==> config.mk <==
export PLATFORM = sky130hd
export DESIGN_NAME = vga_textbuf_arbiter
export DESIGN_NICKNAME = d
export VERILOG_FILES = /design/src/rtl/vga_textbuf_arbiter.sv
export SDC_FILE = /design/constraint.sdc
export NUM_CORES = 1
export LEC_CHECK = 0
export CAP_MARGIN = 20
export CORE_AREA = 2 2 96 98
export DETAILED_ROUTE_END_ITERATION = 12
export DIE_AREA = 0 0 98 100
export GPL_TIMING_DRIVEN = 0
export PLACE_DENSITY_LB_ADDON = 0.15
export SYNTH_ARGS = -nofsm -noshare
export SYNTH_HDL_FRONTEND = slang
export SYNTH_SLANG_ARGS = --single-unit
==> constraint.sdc <==
create_clock -name px_clk -period 3 [get_ports px_clk]
set_input_delay 0.6 -clock px_clk [delete_from_list [all_inputs] [get_ports px_clk]]
set_output_delay 0.6 -clock px_clk [all_outputs]
set_load 0.01 [all_outputs]
==> src/rtl/vga_textbuf_arbiter.sv <==
// Shares one single-port sync text RAM between video reads (absolute priority) and a
// queued host writer. Define VGA_TEXTBUF_VBLANK_ONLY_EN to retire host writes only during vblank.
module vga_textbuf_arbiter #(
    parameter int ADDR_W  = 8,
    parameter int DATA_W  = 8,
    parameter int FIFO_AW = 2
) (
    input  logic              px_clk,
    input  logic              reset,
    input  logic              vid_req,
    input  logic [ADDR_W-1:0] vid_addr,
    output logic [DATA_W-1:0] vid_rdata,
    output logic              vid_rvalid,
    input  logic              vblank,
    input  logic              wr_valid,
    output logic              wr_ready,
    input  logic [ADDR_W-1:0] wr_addr,
    input  logic [DATA_W-1:0] wr_data,
    output logic [ADDR_W-1:0] ram_addr,
    output logic              ram_we,
    output logic [DATA_W-1:0] ram_wdata,
    input  logic [DATA_W-1:0] ram_rdata,
    output logic [FIFO_AW:0]  fifo_level
);

    localparam int DEPTH = 2 ** FIFO_AW;
    localparam logic [FIFO_AW:0] FULL_LEVEL = (FIFO_AW + 1)'(DEPTH);

    // Host handshake: a write transfers on the rising edge where wr_valid && wr_ready;
    // wr_ready depends only on the registered level, so a full FIFO never accepts.

    logic [ADDR_W-1:0]  addr_mem_q [DEPTH];
    logic [DATA_W-1:0]  data_mem_q [DEPTH];

    logic [FIFO_AW-1:0] wr_ptr_q, wr_ptr_d;
    logic [FIFO_AW-1:0] rd_ptr_q, rd_ptr_d;
    logic [FIFO_AW:0]   count_q, count_d;
    logic [ADDR_W-1:0]  ram_addr_q, ram_addr_d;
    logic               ram_we_q, ram_we_d;
    logic [DATA_W-1:0]  ram_wdata_q, ram_wdata_d;
    logic [1:0]         vid_pipe_q, vid_pipe_d;

    logic push;
    logic pop;
    logic drain_ok;

`ifdef VGA_TEXTBUF_VBLANK_ONLY_EN
    assign drain_ok = vblank;
`else
    logic unused_vblank;
    assign unused_vblank = vblank;
    assign drain_ok      = 1'b1;
`endif

    assign wr_ready = !reset && (count_q != FULL_LEVEL);
    assign push     = wr_valid && wr_ready;
    // Video owns the port whenever it asks; writes only fill otherwise idle slots.
    assign pop      = !vid_req && (count_q != '0) && drain_ok;

    always_comb begin
        wr_ptr_d    = wr_ptr_q;
        rd_ptr_d    = rd_ptr_q;
        count_d     = count_q;
        ram_addr_d  = ram_addr_q;
        ram_we_d    = 1'b0;
        ram_wdata_d = ram_wdata_q;
        vid_pipe_d  = {vid_pipe_q[0], vid_req};

        if (vid_req) begin
            ram_addr_d = vid_addr;
        end else if (pop) begin
            ram_addr_d  = addr_mem_q[rd_ptr_q];
            ram_wdata_d = data_mem_q[rd_ptr_q];
            ram_we_d    = 1'b1;
        end

        if (push) begin
            wr_ptr_d = wr_ptr_q + FIFO_AW'(1);
        end
        if (pop) begin
            rd_ptr_d = rd_ptr_q + FIFO_AW'(1);
        end

        unique case ({push, pop})
            2'b10:   count_d = count_q + (FIFO_AW + 1)'(1);
            2'b01:   count_d = count_q - (FIFO_AW + 1)'(1);
            default: count_d = count_q;
        endcase
    end

    always_ff @(posedge px_clk) begin
        if (reset) begin
            wr_ptr_q    <= '0;
            rd_ptr_q    <= '0;
            count_q     <= '0;
            ram_addr_q  <= '0;
            ram_we_q    <= 1'b0;
            ram_wdata_q <= '0;
            vid_pipe_q  <= '0;
        end else begin
            wr_ptr_q    <= wr_ptr_d;
            rd_ptr_q    <= rd_ptr_d;
            count_q     <= count_d;
            ram_addr_q  <= ram_addr_d;
            ram_we_q    <= ram_we_d;
            ram_wdata_q <= ram_wdata_d;
            vid_pipe_q  <= vid_pipe_d;
        end
    end

    // Storage needs no reset: entries are only read once the level says they are valid.
    always_ff @(posedge px_clk) begin
        if (push) begin
            addr_mem_q[wr_ptr_q] <= wr_addr;
            data_mem_q[wr_ptr_q] <= wr_data;
        end
    end

    assign ram_addr   = ram_addr_q;
    assign ram_we     = ram_we_q;
    assign ram_wdata  = ram_wdata_q;
    assign fifo_level = count_q;
    assign vid_rdata  = ram_rdata;
    assign vid_rvalid = vid_pipe_q[1];

endmodule

==> metrics.txt, run 1 <==
endpoints failing setup 0; total CTS buffers 9; pwr/cell area 728 nW/µm²; Yosys cell types 31; vias in the first global route 2177; fin nets 347; dpl ws -0.199 ns; Skew-Pair Late Insertion Delay 0.35 ns; max_cap viols 0; post-CTS repair timing setup buffer count 0; Yosys top cell area share 53.4%; Sequential cell area 2480 µm²; Die Y 100 µm; CTS clk-pin slew, worst paths 0.09 ns; leading area contributor after synthesis edfxtp_1; Pleak 1.50 nW; CP arrival 2.27 ns; layout cell share with drive strength beyond 1 19.4%; Seq/Total Area, Yosys 69.0%; WHS 0.454 ns; Hold Vio Cnt, Final 0; antenna-violating nets left 0; Max-slew headroom 36.3%; slew at the pin with the worst max-slew slack 0.956 ns; Worst Hold Path Cells 1; Setup crit start kind input port; final worst-path cycle share 95.8%; Max Slew Vio Count 0; wirelength, routed 7000 µm; fill count 784; Iteration-0 DRC Markers 137; Ys Warns 0; R2R cell count 9; Root Buffer clkbuf_8; post_cts resized 2; routed len/inst 16.7 µm; Tot GR Track Use 14.8%; Syn Nets 279; FP Rows 35; RePlAce Congestion 0.702; Hold WC Path Type register to register; Sink Count 92; Die Area 9800 µm²; IO Count 67; DRC Markers 0; core footprint 8890 µm²; Worst Path Required 2.40 ns; first-pass GRT wire length 11000 µm; mapped cell area 3600 µm²; unrepaired setup endpoints after global routing false; H-tree levels 3; Max VDD drop 0.278 mV; synthesis-to-layout area growth 24.5%; die span in x 98 µm; Avg Cell Area, Syn 15.2 µm²; largest cells by area after synthesis edfxtp_1, dfxtp_1, mux2_2, mux4_2, a21oi_1; Via Count 2148; Clock Tree Buf Depth 2; CP max FO 10; total negative slack 0 ns; fmax 348 MHz; Initial Util 40.5%; initial antenna violation count 0; status finished, final reports clean; PortBufs 57; TritonCTS clock tree yes; M2 GR Usage 24.1%; Multi-input gate area 941 µm²; FF+latch count, synth 92; busiest grt layer met2; drt pass-1 iters 5; n_diodes 0; gr ovfl total 0; pin count of the biggest net entering global routing 17; Worst Clk Skew 0.00976 ns; final worst slack 0.125 ns; Critical Path Sink Type output port; met1 Use GR 19.2%; CTS Hold Bufs 0; grt met3 use 3.13%; Vias/cell 5.11; Cells after Synth 236; Setup CP Type input port to output port; DP HPWL 4440 µm; min Tclk post-route 2.87 ns
==> area by class of cell <==
type / instances / share of cell area (%)
buffer: 21 / 3.21
clock buffer: 11 / 2.93
clock inverter: 5 / 0.838
inverter: 9 / 0.754
multi-input combinational: 114 / 21.0
sequential: 92 / 55.4
tap: 111 / 3.10
timing repair buffer: 57 / 12.7
==> critical path, stage by stage <==
cell,delay [ns]
clkdlybuf4s50_1,0.56
clkbuf_2,0.27
clkbuf_2,0.28
nor2_1,0.07
clkdlybuf4s50_1,0.48
==> per-layer routing <==
| metal | vias to the layer above | part of all wire, % |
|---|---|---|
| met5 | - | 0 |
| met4 | 0 | 2.1 |
| met3 | 13 | 4.2 |
| met2 | 53 | 48 |
| met1 | 1054 | 45 |
| li1 | 1028 | - |
==> path summary, 6_finish.rpt <==
| kind | from | to | slack, ns |
|---|---|---|---|
| worst min-delay path | vid_pipe_q[0] | vid_pipe_q[1] | 0.45 |
| worst max-delay path | reset | wr_ready | 0.13 |
| worst min register to register | vid_pipe_q[0] | vid_pipe_q[1] | 0.45 |
| worst max register to register | fifo_level[2] | fifo_level[2] | 0.75 |
==> metrics by stage <==
stage                     area, µm²  total power [W]  util [%]  instances
after global placement         4310          0.00256      48.5        404
final                          4480          0.00326      50.4        420
after detailed placement       4310          0.00257      48.5        404
after floorplan                3600          0.00219         -        236
after global routing           4480          0.00344      50.4        420
after CTS                      4480          0.00329      50.4        420
==> kinds of logic (layout without fill, tap and decap cells) <==
kind of cell | count (synthesis) | after routing | share of synthesized area, %
AOI/OAI and AO/OA | 48 | 48 | 8.00
muxes | 26 | 26 | 10.6
adders and majority gates | 6 | 6 | 2.29
DFF | 92 | 92 | 69.0
buffers and inverters | 30 | 103 | 4.87
xor gates and xnor gates | 2 | 2 | 0.487
and+or+nand+nor | 32 | 32 | 4.76
==> state kept, by name, summed over array words and instances, names as in the netlist, named ones only <==
register	count
addr_mem_q	32
vid_pipe_q	2
data_mem_q	32
rd_ptr_q	2
wr_ptr_q	2
fifo_level	3
ram_wdata	8
ram_we	1
ram_addr	8
==> Yosys cell counts <==
cell type and count:
and2_1 4, buf_4 9, fa_1 1, nor2_1 9, nor3_1 2, nor3b_1 1
a222oi_1 8, clkbuf_1 4, clkinv_1 1, clkbuf_2 2, ha_1 5, nand3_1 8
or3_1 3, nand2_1 1, edfxtp_1 64, a31o_2 1, dfxtp_1 28, a21oi_1 20
o21ai_0 16, o21ai_1 2, nor2b_1 2, or4_1 1, inv_1 8, a311oi_1 1
xor2_1 2, mux4_2 8, mux2i_1 1, nor3b_2 1, buf_2 3, buf_6 3
mux2_2 17
==> cell usage in the layout (no fill, tap or decap), types with 2 or more instances in the layout <==
cell type | synthesis | routed
a21oi_1 | 20 | 20
clkdlybuf4s50_1 | 0 | 57
o21ai_1 | 2 | 2
nor3_1 | 2 | 2
nor2_1 | 9 | 9
o21ai_0 | 16 | 16
inv_1 | 8 | 8
clkbuf_1 | 4 | 4
clkinvlp_4 | 0 | 2
dfxtp_1 | 28 | 28
or3_1 | 3 | 3
nor2b_1 | 2 | 2
mux4_2 | 8 | 8
nand3_1 | 8 | 8
buf_2 | 3 | 3
a222oi_1 | 8 | 8
ha_1 | 5 | 5
clkbuf_8 | 0 | 9
mux2_2 | 17 | 17
buf_6 | 3 | 3
xor2_1 | 2 | 2
buf_4 | 9 | 9
and2_1 | 4 | 4
clkbuf_2 | 2 | 4
edfxtp_1 | 64 | 64
==> power breakdown <==
group	leakage [nW]	internal, W	total (W)	switching [W]
Sequential	0.811	0.00151	0.00160	0.0000857
Clock	0.0799	0.000305	0.000725	0.000420
Combinational	0.606	0.000476	0.000942	0.000467
Total	1.50	0.00229	0.00326	0.000973
(Power assumes the default switching activity.)
==> run 2, diff against run 1 <==
--- a/config.mk
+++ b/config.mk
@@ -7,10 +7,11 @@
 export LEC_CHECK = 0
 export CAP_MARGIN = 20
 export CORE_AREA = 2 2 96 98
+export CTS_CLUSTER_SIZE = 24
 export DETAILED_ROUTE_END_ITERATION = 12
 export DIE_AREA = 0 0 98 100
 export GPL_TIMING_DRIVEN = 0
-export PLACE_DENSITY_LB_ADDON = 0.15
+export PLACE_DENSITY = 0.61
 export SYNTH_ARGS = -nofsm -noshare
 export SYNTH_HDL_FRONTEND = slang
 export SYNTH_SLANG_ARGS = --single-unit
==> constraint.sdc (replaced) <==
create_clock -name px_clk -period 2.7 [get_ports px_clk]
set_input_delay 0.54 -clock px_clk [delete_from_list [all_inputs] [get_ports px_clk]]
set_output_delay 0.54 -clock px_clk [all_outputs]
set_load 0.01 [all_outputs]
==> run 2 against run 1 <==
Effect of this change:
- first-iteration DRC count down 14%
- routed wire length down 1.6%
- critical path depth up 4
- final cell count unchanged
- utilization about the same
- largest power group unchanged
- critical endpoint is now fifo_level[2]
- setup slack better by 0.14 ns
- sequential power up 11%
- clock power up 9.1%
- combinational power up 9%
- via count down 1.0%
- highest routed layer unchanged
==> metrics.txt, run 2 (synthesis results as in run 1) <==
antenna-violating nets left 0; drt pass-1 iters 5; Die Y 100 µm; unrepaired setup endpoints after global routing false; sw power 0.00105 W; Worst Clk Skew 0.00804 ns; CP delay by family, top buffers and inverters; worst setup path startpoint vid_req; Tot GR Track Use 14.7%; critical path's largest stage delay 0.51 ns; DRC Markers 0; die span in x 98 µm; total CTS buffers 9; Max Slew Vio Count 0; initial antenna violation count 0; status finished, final reports clean; cell count after placement 404; Sink Count 92; final instance area 4480 µm²; total negative slack 0 ns; Die Area 9800 µm²; pin count of the biggest net entering global routing 17; post-CTS repair timing setup buffer count 0; R2R cell count 9; Worst Path Required 2.98 ns; FP Rows 35; most frequent cells in the layout edfxtp_1, clkdlybuf4s50_1, dfxtp_1, a21oi_1, mux2_2; slack of the worst reg-to-reg path 0.45 ns; Buf/Inv on CP 3; Setup crit start kind input port; Critical Path Sink Type register; commonest non-fill, non-tap cell in the layout edfxtp_1; post_cts resized 4; wirelength, routed 6890 µm; min Tclk post-route 2.43 ns; endpoints failing setup 0; pwr/cell area 802 nW/µm²; Reg2Reg Capture Point fifo_level[2]; Clock Tree Buf Depth 2; CP max FO 10; biggest regs addr_mem_q: 32 flops, data_mem_q: 32 flops; Vias/cell 5.06; crit-path cells clkdlybuf4s50_1 > buf_2 > nor2_1 > ha_1 > inv_1 > fa_1 > xor2_1 > or3_1 > a21oi_1; Clk pwr share 22.0%; sequential power share 49.2%; CTS Hold Bufs 0; synthesis-to-layout area growth 24.6%; Root Buffer clkbuf_8; n_diodes 0; cell count along the critical path 9; post-placement cell area 4310 µm²; TritonCTS clock tree yes; Hold WC Path Type register to register; critical path's slowest cell clkdlybuf4s50_1; Hold Vio Cnt, Final 0; Int Pwr 0.00254 W; max_cap viols 0; slew at the pin with the worst max-slew slack 0.948 ns; Setup CP Type input port to register; fin cells 420; H-tree levels 3; Iteration-0 DRC Markers 118; Max-slew headroom 36.8%; vias in the first global route 2142; Worst Setup EP fifo_level[2]; fin nets 347; CTS clk-pin slew, worst paths 0.09 ns; Skew-Pair Late Insertion Delay 0.34 ns; DP HPWL 4560 µm; Combinational Power Share 28.8%; routed len/inst 16.4 µm; IO Count 67; layout cell share with drive strength beyond 1 19.7%; RePlAce Congestion 0.713; final worst-path cycle share 90.1%; Max VDD drop 0.302 mV; Initial Util 40.5%; gr ovfl total 0; PortBufs 57; sw frac 29.3%; CP arrival 2.71 ns; reg-to-reg startpoint fifo_level[2]; Pleak 1.52 nW; core footprint 8890 µm²; Via Count 2126; fmax 411 MHz; first-pass GRT wire length 10700 µm
-- run 2: cell types whose count changed in the layout (fill, tap and decap cells not counted), sizes merged --
cell and delta:
clkdlybuf4s50 -1, clkinv +2, buf +1, clkinvlp -2, dlymetal6s2s +1, inv +1, clkbuf -2
-- run 2: layout make-up --
class	instances	area (µm²)
fillers	779	4410
repair buffers	57	573
multi-input cells	114	941
well taps	111	139
flip-flops and latches	92	2480
clock buffers	10	128
inverters	9	33.8
clock inverters	6	37.5
plain buffers	21	149
-- run 2: per-layer routing --
metal	routed length, µm	global-route usage [%]	part of all wire, %	vias to the layer above
met4	99	7.16	1.4	0
met1	2900	17.8	42	1047
met2	3630	25.3	53	48
li1	-	-	-	1025
met3	264	2.72	3.8	6
met5	0	0	0	-
-- run 2: worst min-delay path by stage --
stage / to / cells after the start / slack [ns] / from
4_1_cts: vid_pipe_q[1] / 1 / 0.45 / vid_pipe_q[0]
6_report: vid_pipe_q[1] / 1 / 0.44 / vid_pipe_q[0]
5_1_grt: vid_pipe_q[1] / 1 / 0.47 / vid_pipe_q[0]
2_1_floorplan: vid_pipe_q[1] / 1 / 0.41 / vid_pipe_q[0]
3_3_place_gp: vid_pipe_q[1] / 1 / 0.42 / vid_pipe_q[0]
3_5_place_dp: vid_pipe_q[1] / 1 / 0.43 / vid_pipe_q[0]
-- run 2: metrics by stage --
step / hold WS [ns] / setup WS [ns] / util, % / total power (W)
finish: 0.444 / 0.268 / 50.4 / 0.00359
global route: 0.466 / 0.128 / 50.4 / 0.00380
CTS: 0.450 / 0.0293 / 50.4 / 0.00364
detailed placement: 0.430 / -0.372 / 48.5 / 0.00285
global placement: 0.422 / -0.361 / 48.5 / 0.00283
floorplan: 0.414 / 0.585 / - / 0.00243
-- run 2: power by group through the flow --
| stage | Combinational, W | Clock (W) | Sequential, W |
|---|---|---|---|
| after global placement | 0.00103 | 0 | 0.00180 |
| after floorplan | 0.000606 | 0 | 0.00182 |
| after global routing | 0.00114 | 0.000877 | 0.00179 |
| after detailed placement | 0.00105 | 0 | 0.00180 |
| after CTS | 0.00105 | 0.000817 | 0.00177 |
| final | 0.00103 | 0.000791 | 0.00177 |
